`src/rtl/ps2_defs_pkg.sv`:
```
// Shared PS/2 definitions: host-transmit FSM encoding and common keyboard command bytes.
package ps2_defs;

    typedef enum logic [2:0] {
        ST_IDLE,
        ST_INHIBIT,
        ST_START,
        ST_RELEASE,
        ST_SHIFT,
        ST_ACK,
        ST_WAIT_IDLE
    } ps2_state_t;

    localparam logic [7:0] PS2_CMD_SET_LED = 8'hED;
    localparam logic [7:0] PS2_CMD_ENABLE  = 8'hF4;
    localparam logic [7:0] PS2_CMD_RESET   = 8'hFF;
    localparam logic [7:0] PS2_ACK         = 8'hFA;

    // Fall count (before increment) at which the stop bit is released.
    localparam logic [3:0] STOP_FALL_IDX = 4'd9;

endpackage

```
`src/rtl/ps2_line_sync.sv`:
```
// Synchronizes the raw PS/2 clock and data lines and flags falling edges of the clock line.
module ps2_line_sync #(
    parameter int SYNC_STAGES = 2
) (
    input  logic clk,
    input  logic resetn,
    input  logic clk_raw,
    input  logic dat_raw,
    output logic clk_sync,
    output logic dat_sync,
    output logic fall
);

    logic [SYNC_STAGES-1:0] clk_pipe;
    logic [SYNC_STAGES-1:0] dat_pipe;
    logic                   clk_prev;

    // Idle PS/2 lines float high, so the pipeline resets to 1 to avoid a phantom fall.
    always_ff @(posedge clk) begin
        if (!resetn) begin
            clk_pipe <= '1;
            dat_pipe <= '1;
            clk_prev <= 1'b1;
        end else begin
            clk_pipe[0] <= clk_raw;
            dat_pipe[0] <= dat_raw;
            for (int i = 1; i < SYNC_STAGES; i++) begin
                clk_pipe[i] <= clk_pipe[i-1];
                dat_pipe[i] <= dat_pipe[i-1];
            end
            clk_prev <= clk_pipe[SYNC_STAGES-1];
        end
    end

    assign clk_sync = clk_pipe[SYNC_STAGES-1];
    assign dat_sync = dat_pipe[SYNC_STAGES-1];
    assign fall     = clk_prev & ~clk_sync;

endmodule

```
`src/rtl/ps2_host_tx.sv`:
```
// Host-to-device PS/2 transmitter: inhibits the bus, sends start/8 data/odd parity/stop,
// checks the device ack and guards every device clock gap with a watchdog.
module ps2_host_tx
    import ps2_defs::*;
#(
    parameter int INHIBIT_CYCLES = 5000,
    parameter int TIMEOUT_CYCLES = 750000,
    parameter int SYNC_STAGES    = 2
) (
    input  logic       clk,
    input  logic       resetn,
    input  logic       send,
    input  logic [7:0] cmd,
    output logic       ready,
    output logic       busy,
    output logic       done,
    output logic       error,
    input  logic       ps2_clk_in,
    input  logic       ps2_dat_in,
    output logic       ps2_clk_oe,
    output logic       ps2_dat_oe
);

    localparam int INH_W = $clog2(INHIBIT_CYCLES + 1);
    localparam int WD_W  = $clog2(TIMEOUT_CYCLES + 1);
    localparam logic [INH_W-1:0] INH_LAST = INH_W'(INHIBIT_CYCLES - 1);
    localparam logic [WD_W-1:0]  WD_LIMIT = WD_W'(TIMEOUT_CYCLES);

    ps2_state_t       state, state_n;
    logic [8:0]       shreg, shreg_n;
    logic [3:0]       bitcnt, bitcnt_n;
    logic [INH_W-1:0] inh_cnt, inh_cnt_n;
    logic [WD_W-1:0]  wd_cnt, wd_cnt_n;
    logic             dat_drv, dat_drv_n;
    logic             ack_ok, ack_ok_n;
    logic             done_n, error_n;
    logic             clk_sync, dat_sync, clk_fall;
    logic             watching;

    ps2_line_sync #(
        .SYNC_STAGES(SYNC_STAGES)
    ) u_sync (
        .clk      (clk),
        .resetn   (resetn),
        .clk_raw  (ps2_clk_in),
        .dat_raw  (ps2_dat_in),
        .clk_sync (clk_sync),
        .dat_sync (dat_sync),
        .fall     (clk_fall)
    );

    // NOTE: sequential state uses non-blocking assignments only, so every register
    // samples the pre-edge values computed by the combinational block.
    always_ff @(posedge clk) begin
        if (!resetn) begin
            state   <= ST_IDLE;
            shreg   <= '0;
            bitcnt  <= '0;
            inh_cnt <= '0;
            wd_cnt  <= '0;
            dat_drv <= 1'b0;
            ack_ok  <= 1'b0;
            done    <= 1'b0;
            error   <= 1'b0;
        end else begin
            state   <= state_n;
            shreg   <= shreg_n;
            bitcnt  <= bitcnt_n;
            inh_cnt <= inh_cnt_n;
            wd_cnt  <= wd_cnt_n;
            dat_drv <= dat_drv_n;
            ack_ok  <= ack_ok_n;
            done    <= done_n;
            error   <= error_n;
        end
    end

    assign watching = (state == ST_SHIFT) || (state == ST_ACK) || (state == ST_WAIT_IDLE);

    always_comb begin
        // NOTE: every output of this block gets a default first; a path that
        // forgets an assignment would otherwise infer a latch.
        state_n   = state;
        shreg_n   = shreg;
        bitcnt_n  = bitcnt;
        inh_cnt_n = inh_cnt;
        wd_cnt_n  = wd_cnt;
        dat_drv_n = dat_drv;
        ack_ok_n  = ack_ok;
        done_n    = 1'b0;
        error_n   = 1'b0;

        if (watching) begin
            wd_cnt_n = clk_fall ? '0 : wd_cnt + 1'b1;
        end

        case (state)
            ST_IDLE: begin
                if (send) begin
                    shreg_n   = {~^cmd, cmd};
                    inh_cnt_n = '0;
                    state_n   = ST_INHIBIT;
                end
            end
            ST_INHIBIT: begin
                if (inh_cnt == INH_LAST) state_n = ST_START;
                else                     inh_cnt_n = inh_cnt + 1'b1;
            end
            ST_START: begin
                state_n = ST_RELEASE;
            end
            ST_RELEASE: begin
                dat_drv_n = 1'b1;
                bitcnt_n  = '0;
                wd_cnt_n  = '0;
                state_n   = ST_SHIFT;
            end
            ST_SHIFT: begin
                // Each fall puts the next bit on the wire; the device samples it on the rise.
                if (clk_fall) begin
                    bitcnt_n = bitcnt + 4'd1;
                    if (bitcnt == STOP_FALL_IDX) begin
                        dat_drv_n = 1'b0;
                        state_n   = ST_ACK;
                    end else begin
                        dat_drv_n = ~shreg[0];
                        shreg_n   = {1'b0, shreg[8:1]};
                    end
                end
            end
            ST_ACK: begin
                if (clk_fall) begin
                    bitcnt_n = bitcnt + 4'd1;
                    ack_ok_n = ~dat_sync;
                    state_n  = ST_WAIT_IDLE;
                end
            end
            ST_WAIT_IDLE: begin
                if (clk_sync && dat_sync) begin
                    done_n  = ack_ok;
                    error_n = ~ack_ok;
                    state_n = ST_IDLE;
                end
            end
            default: state_n = ST_IDLE;
        endcase

        // The watchdog overrides everything, including an ack already seen.
        if (watching && (wd_cnt == WD_LIMIT)) begin
            state_n   = ST_IDLE;
            dat_drv_n = 1'b0;
            wd_cnt_n  = '0;
            done_n    = 1'b0;
            error_n   = 1'b1;
        end
    end

    assign ready      = (state == ST_IDLE);
    assign busy       = ~ready;
    assign ps2_clk_oe = (state == ST_INHIBIT) || (state == ST_START);
    assign ps2_dat_oe = (state == ST_START) || (state == ST_RELEASE) ||
                        ((state == ST_SHIFT) && dat_drv);

endmodule
```
`config.mk`:
```
export PLATFORM = sky130hd
export DESIGN_NAME = ps2_host_tx
export DESIGN_NICKNAME = d
export VERILOG_FILES = /design/src/rtl/ps2_defs_pkg.sv /design/src/rtl/ps2_line_sync.sv /design/src/rtl/ps2_host_tx.sv
export SDC_FILE = /design/constraint.sdc
export NUM_CORES = 1
export LEC_CHECK = 0
export ABC_AREA = 1
export BUFFER_PORTS_ARGS = -buffer_cell sky130_fd_sc_hd__buf_4
export CAP_MARGIN = 10
export CORE_MARGIN = 2
export CORE_UTILIZATION = 55
export DETAILED_ROUTE_END_ITERATION = 6
export PLACE_DENSITY_LB_ADDON = 0.15
export SETUP_SLACK_MARGIN = 0.1
export SKIP_LAST_GASP = 1
export SYNTH_ARGS = -nofsm -noshare
export SYNTH_HDL_FRONTEND = slang
export SYNTH_HIERARCHICAL = 1
export SYNTH_SLANG_ARGS = --single-unit
```
`constraint.sdc`:
```
create_clock -name clk -period 1.5 [get_ports clk]
set_clock_uncertainty 0.05 [all_clocks]
set_input_delay 0.15 -clock clk [delete_from_list [all_inputs] [get_ports clk]]
set_output_delay 0.15 -clock clk [all_outputs]
set_load 0.1 [all_outputs]
```
==> results.sh, run 1 <==
export IMPL_clk_pin_slew_ns=0.08
export IMPL_die_w_um=80.3
export IMPL_slowest_delay_ns=0.38
export IMPL_synthAdderAreaFrac=0.0195
export IMPL_ir_drop_uv=1960
export IMPL_synth_xor_area_frac=0.0437
export IMPL_p_leak_uw=0.00221
export IMPL_critPathBufInv=2
export IMPL_status="finished, violations left"
export IMPL_cp_required_ns=1.71
export IMPL_cts_htree_levels=3
export IMPL_yosysSeqAreaShare=0.362
export IMPL_cts_root_buf="clkbuf_8"
export IMPL_fp_dieH_um=80.3
export IMPL_numCtsBuffers=9
export IMPL_antenna_found_initial=0
export IMPL_r2r_cells=8
export IMPL_synth_top_family_by_area="simple AND/OR/NAND/NOR gates"
export IMPL_syn2layout_area_growth_pct=61.0
export IMPL_vias_per_cell=6.54
export IMPL_stdcell_count=685
export IMPL_dp_cells=630
export IMPL_synth_compound_area_frac=0.107
export IMPL_clock_fmax_ghz=0.522
export IMPL_startpoint_type="register"
export IMPL_cp_end_kind="register"
export IMPL_hp_class="input pin to register"
export IMPL_grt_setup_unrepaired="yes"
export IMPL_syn_area_sq_mm=0.00320
export IMPL_grt_use_total=0.365
export IMPL_finalWorstSetupSlack_ns=-0.414
export IMPL_portBuffers=18
export IMPL_path_cells="inv_1 > nand2_1 > nor2_1 > nand3_2 > nand2_8 > buf_4 > nand4_1 > a21oi_1"
export IMPL_cts_tree="yes"
export IMPL_cap_violations=0
export IMPL_fin_area_sq_mm=0.00516
export IMPL_cts_sinks=58
export IMPL_hpwl_mm=5.60
export IMPL_num_rows=27
export IMPL_dr_pass1_iters=7
export IMPL_violations="DRC, setup timing"
export IMPL_die_area_sq_mm=0.00645
export IMPL_avgSynthCellArea_sq_um=6.46
export IMPL_crit_slowest_cell="dfxtp_1"
export IMPL_detail_route_antenna_nets=0
export IMPL_finalSetupViolations=51
export IMPL_layout_nets=626
export IMPL_syn_inst=496
export IMPL_diodes=0
export IMPL_grt_start_max_net_pins=13
export IMPL_grt_pass1_wl_mm=18.0
export IMPL_path_max_fanout=6
export IMPL_cts_path_max_buffers=2
export IMPL_drt_iter0_drc=565
export IMPL_drive_gt1_frac=0.421
export IMPL_ys_types=31
export IMPL_ys_ff_latch=58
export IMPL_grt_pass1_vias=3893
export IMPL_synth_mux_area_frac=0
export IMPL_whs_path_depth=5
export IMPL_pin_count=19
export IMPL_hold_viol=0
export IMPL_power_density_mw_per_mm2=1640
export IMPL_slew_headroom=0.695
export IMPL_initial_core_util=0.575
export IMPL_worst_slew_pin_slew_ns=0.454
export IMPL_slew_viol_final=0
export IMPL_wirelength_mm=15.8
export IMPL_period_share=1.28
export IMPL_drc=141
export IMPL_synthSimpleGateAreaFrac=0.363
export IMPL_critPathTopFamily="simple AND/OR/NAND/NOR gates"
export IMPL_grt_overflow_total=0
export IMPL_insertion_delay_ns=0.38
export IMPL_vias=4478
export IMPL_wl_per_cell_um=23.1
export IMPL_gp_congestion=0.869
export IMPL_cp_arrival_ns=2.13
export IMPL_coreArea_sq_mm=0.00557
export IMPL_fillers=180
export IMPL_yosys_warnings=6
export IMPL_place_area_sq_mm=0.00393
export IMPL_crit_cells=8
export IMPL_critical_path_class="register to register"
export IMPL_syn_nets=514
export IMPL_min_period_ns=1.91
worst register-to-register path: stages, from the launching register on:
cell and delay (ns):
dfxtp_1 0.38, inv_1 0.15, nand2_1 0.11, nor2_1 0.17
nand3_2 0.16, nand2_8 0.15, buf_4 0.14, nand4_1 0.21
a21oi_1 0.29
cell families (layout without fill, tap and decap cells):
group           after synthesis  count (layout)
compound gates               65              65
simple gates                270             271
xor+xnor                     16              16
flops                        58              58
buf+inv                      82             198
fa+ha+maj                     5               5
worst paths after layout:
kind,start,slack (ns),end
worst max-delay path,inh_cnt[10],-0.41,state[1]
worst min-delay path,cmd[3],0.19,shreg[3]
worst max register to register,inh_cnt[10],-0.41,state[1]
worst min register to register,u_sync/dat_pipe[0],0.38,u_sync/dat_pipe[1]
registers in the layout, indices dropped and copies added (netlist names), 2 cells and up:
signal and cells:
bitcnt 4, inh_cnt 13, shreg 9, state 3, u_sync/clk_pipe 2, u_sync/dat_pipe 2
wd_cnt 20
synth_stat cells, drive strengths merged:
| master | n | area [sq um] |
|---|---|---|
| dfxtp | 58 | 1160 |
| clkbuf | 2 | 7.51 |
| nor3b | 1 | 7.51 |
| o22ai | 1 | 6.26 |
| and3 | 1 | 6.26 |
| o21bai | 1 | 7.51 |
| nand4 | 13 | 87.6 |
| nor2 | 63 | 260 |
| or2 | 2 | 12.5 |
| xnor2 | 6 | 52.6 |
| nor3 | 10 | 50.1 |
| nand3 | 37 | 190 |
| a21oi | 40 | 211 |
| o21ai | 22 | 110 |
| a21o | 1 | 7.51 |
| inv | 72 | 270 |
| xor2 | 10 | 87.6 |
| ha | 5 | 62.6 |
| buf | 8 | 56.3 |
| nand2 | 143 | 549 |
where the power goes:
| group | switching [uW] | internal, uW | leakage, uW |
|---|---|---|---|
| Combinational | 2800 | 1970 | 0.00163 |
| Sequential | 172 | 1730 | 0.000478 |
| Clock | 806 | 980 | 0.000101 |
what timing repair did:
action / in CTS / in global routing
pin swaps: 28 / 39
cloned: 2 / 0
hold buffers: 4 / 0
buffers inserted: 20 / 13
endpoints found under the hold margin: 4 / 0
setup endpoints to repair: 54 / 56
gates resized for setup: 109 / 92
cell type report:
cell class              instances  area, sq um  share of cell area
flip-flops and latches         58         1190               0.230
repair buffers                109         1040               0.202
repair inverters                1         8.76             0.00170
well taps                      72         90.1              0.0175
clock inverters                 6         90.1              0.0175
inverters                      72          315              0.0611
multi-input cells             357         2290               0.443
clock buffers                  10          138              0.0267
cell usage in the layout, fill, tap and decap left out, types with 15 or more instances in the layout:
master,n
inv_1,53
a21oi_1,20
nor2_1,39
nand2_1,117
nand3_1,24
a21oi_2,18
buf_6,17
nand2_2,15
dfxtp_1,47
buf_4,75
stage by stage:
step | setup slack (ns) | hold slack [ns] | util | TNS (ns) | power (uW)
4_1_cts | -0.0944 | 0.155 | 0.851 | -0.285 | 7130
2_1_floorplan | -0.530 | 0.169 | - | -10.24 | 3650
3_5_place_dp | -0.0719 | 0.275 | 0.704 | -0.909 | 4420
5_1_grt | -0.397 | 0.205 | 0.926 | -8.51 | 8560
6_report | -0.414 | 0.192 | 0.926 | -6.64 | 8460
3_3_place_gp | -0.0254 | 0.269 | 0.704 | -0.0392 | 4370
layer usage:
| metal | up-vias | track usage | wire length [um] |
|---|---|---|---|
| li1 | 1804 | - | - |
| met1 | 2029 | 0.375 | 5240 |
| met2 | 458 | 0.649 | 7100 |
| met3 | 185 | 0.0809 | 1750 |
| met4 | 2 | 0.259 | 1680 |
| met5 | - | 0 | 39 |
Power figures use the tool's default switching activity.
==> run 2: changes to the inputs <==
CORE_UTILIZATION = 30   (was 55)
clock period = 2.15 ns   (was 1.5 ns; I/O delays follow)
==> results.sh, run 2 (synthesis gave the netlist of run 1 again) <==
export IMPL_status="finished, final reports clean"
export IMPL_largestRegisters="wd_cnt x20, inh_cnt x13, shreg x9"
export IMPL_whs_path_depth=2
export IMPL_path_common_cell="inv_2"
export IMPL_numCtsBuffers=9
export IMPL_insertion_delay_ns=0.34
export IMPL_max_flop_register="wd_cnt"
export IMPL_period_share=0.881
export IMPL_drive_gt1_frac=0.116
export IMPL_worst_slew_pin_slew_ns=0.569
export IMPL_slew_viol_final=0
export IMPL_r2r_cells=9
export IMPL_holdCritStartpoint="resetn"
export IMPL_grt_use_total=0.134
export IMPL_grt_setup_unrepaired="no"
export IMPL_gr_usage_met1=0.157
export IMPL_largest_register_ffs=20
export IMPL_cts_sinks=58
export IMPL_startpoint_type="register"
export IMPL_r2r_end="shreg[3]"
export IMPL_detail_route_antenna_nets=0
export IMPL_cts_setup_buffers=0
export IMPL_slowest_delay_ns=0.40
export IMPL_hp_class="input pin to register"
export IMPL_antenna_found_initial=0
export IMPL_ir_drop_uv=1230
export IMPL_mostFrequentLayoutCell="nand2_1"
export IMPL_drt_iter0_drc=129
export IMPL_layout_nets=538
export IMPL_p_leak_uw=0.00162
export IMPL_slew_headroom=0.620
export IMPL_hold_viol=0
export IMPL_holdWs_ns=0.116
export IMPL_syn2layout_area_growth_pct=17.2
export IMPL_cts_htree_levels=3
export IMPL_vias=2972
export IMPL_crit_slowest_cell="dfxtp_2"
export IMPL_min_period_ns=1.90
export IMPL_initial_core_util=0.309
export IMPL_cap_violations=0
export IMPL_drc=0
export IMPL_cp_end_kind="primary output"
export IMPL_clk_pin_slew_ns=0.07
export IMPL_busiest_layer="met2"
export IMPL_vias_per_cell=4.50
export IMPL_grt_overflow_total=0
export IMPL_diodes=0
export IMPL_dr_pass1_iters=4
export IMPL_die_area_sq_mm=0.0115
export IMPL_rr_startpoint="state[1]"
export IMPL_mostFrequentLayoutCells="139 x nand2_1, 62 x inv_1, 58 x nor2_1"
export IMPL_grt_pass1_vias=2815
export IMPL_pre_cts_slack_ns=0.396
export IMPL_finalWorstSetupSlack_ns=0.255
export IMPL_grt_pass1_wl_mm=12.4
export IMPL_die_w_um=107
export IMPL_path_max_fanout=7
export IMPL_hpwl_mm=5.25
export IMPL_critical_path_class="register to primary output"
export IMPL_power_density_mw_per_mm2=1030
export IMPL_cp_arrival_ns=1.63
export IMPL_cts_path_max_buffers=2
export IMPL_num_rows=37
export IMPL_pin_count=19
export IMPL_rrSetupSlack_ns=0.39
export IMPL_gp_congestion=0.819
export IMPL_cts_root_buf="clkbuf_8"
export IMPL_cp_required_ns=1.88
export IMPL_grt_start_max_net_pins=20
export IMPL_final_setup_tns_ns=0
export IMPL_portBuffers=18
export IMPL_path_cells="inv_2 > nor2_2 > inv_2 > nor2_8 > inv_2 > nand2_1 > buf_4"
export IMPL_use_met2=0.236
export IMPL_fp_dieH_um=107
export IMPL_wirelength_mm=7.15
export IMPL_use_met3=0.0424
export IMPL_coreArea_sq_mm=0.0104
export IMPL_cts_tree="yes"
export IMPL_finalSetupViolations=0
export IMPL_wl_per_cell_um=10.8
export IMPL_clock_fmax_ghz=0.528
export IMPL_holdPathEnd="u_sync/dat_pipe[0]"
## run 2: cell count changes in the layout (fill, tap and decap cells not counted), sizes merged
cell,change
clkbuf,+1
bufinv,+1
clkinvlp,-3
nand2,-1
dlygate4sd3,-2
buf,-84
## run 2: metal layers
layer	vias up	wire, um	share of wire
li1	1614	-	-
met1	1310	3480	0.49
met2	40	3360	0.47
met3	8	221	0.031
met4	0	89	0.012
met5	-	0	0
## run 2: power breakdown
group | leakage [uW] | internal, uW | total [uW] | switching [uW]
sequential | 0.000471 | 1190 | 1270 | 78.2
clock | 0.000114 | 769 | 1220 | 455
combinational | 0.00104 | 364 | 1390 | 1030
## run 2: final cells by class
cell class              count  area [sq um]
fillers                  1154          6620
well taps                 136           170
flip-flops and latches     58          1160
repair buffers             23           178
inverters                  72           280
multi-input cells         356          1730
clock buffers              11           131
clock inverters             5           103
## run 2: stage by stage
| step | util | cells | total power (uW) | cell area, sq um |
|---|---|---|---|---|
| 2_1_floorplan | - | 496 | 2450 | 3240 |
| 3_3_place_gp | 0.338 | 643 | 2690 | 3500 |
| 3_5_place_dp | 0.338 | 643 | 2690 | 3500 |
| 4_1_cts | 0.362 | 661 | 3930 | 3750 |
| 5_1_grt | 0.362 | 661 | 4130 | 3750 |
| 6_report | 0.362 | 661 | 3880 | 3750 |
## run 2: how the worst max path moves through the flow
stage          startpoint          to  slack (ns)  cells past startpoint
2_1_floorplan    state[1]  inh_cnt[5]        0.07                     12
3_3_place_gp     state[1]   wd_cnt[6]        0.43                      4
3_5_place_dp     state[1]    shreg[3]        0.40                      9
4_1_cts          state[0]  ps2_clk_oe        0.22                      7
5_1_grt          state[0]  ps2_clk_oe        0.14                      7
6_report         state[0]  ps2_clk_oe        0.25                      7
## run 2: worst max-delay path: cells and delay by family (launching register included)
kind                   cells  cell delay (ns)
AND/OR/NAND/NOR            3             0.35
flip-flops                 1             0.40
buffers and inverters      4             0.54
## run 2: what timing repair did
action,CTS,global route
hold buffers,2,0
hold endpoints to repair,2,0
gates resized for setup,0,0
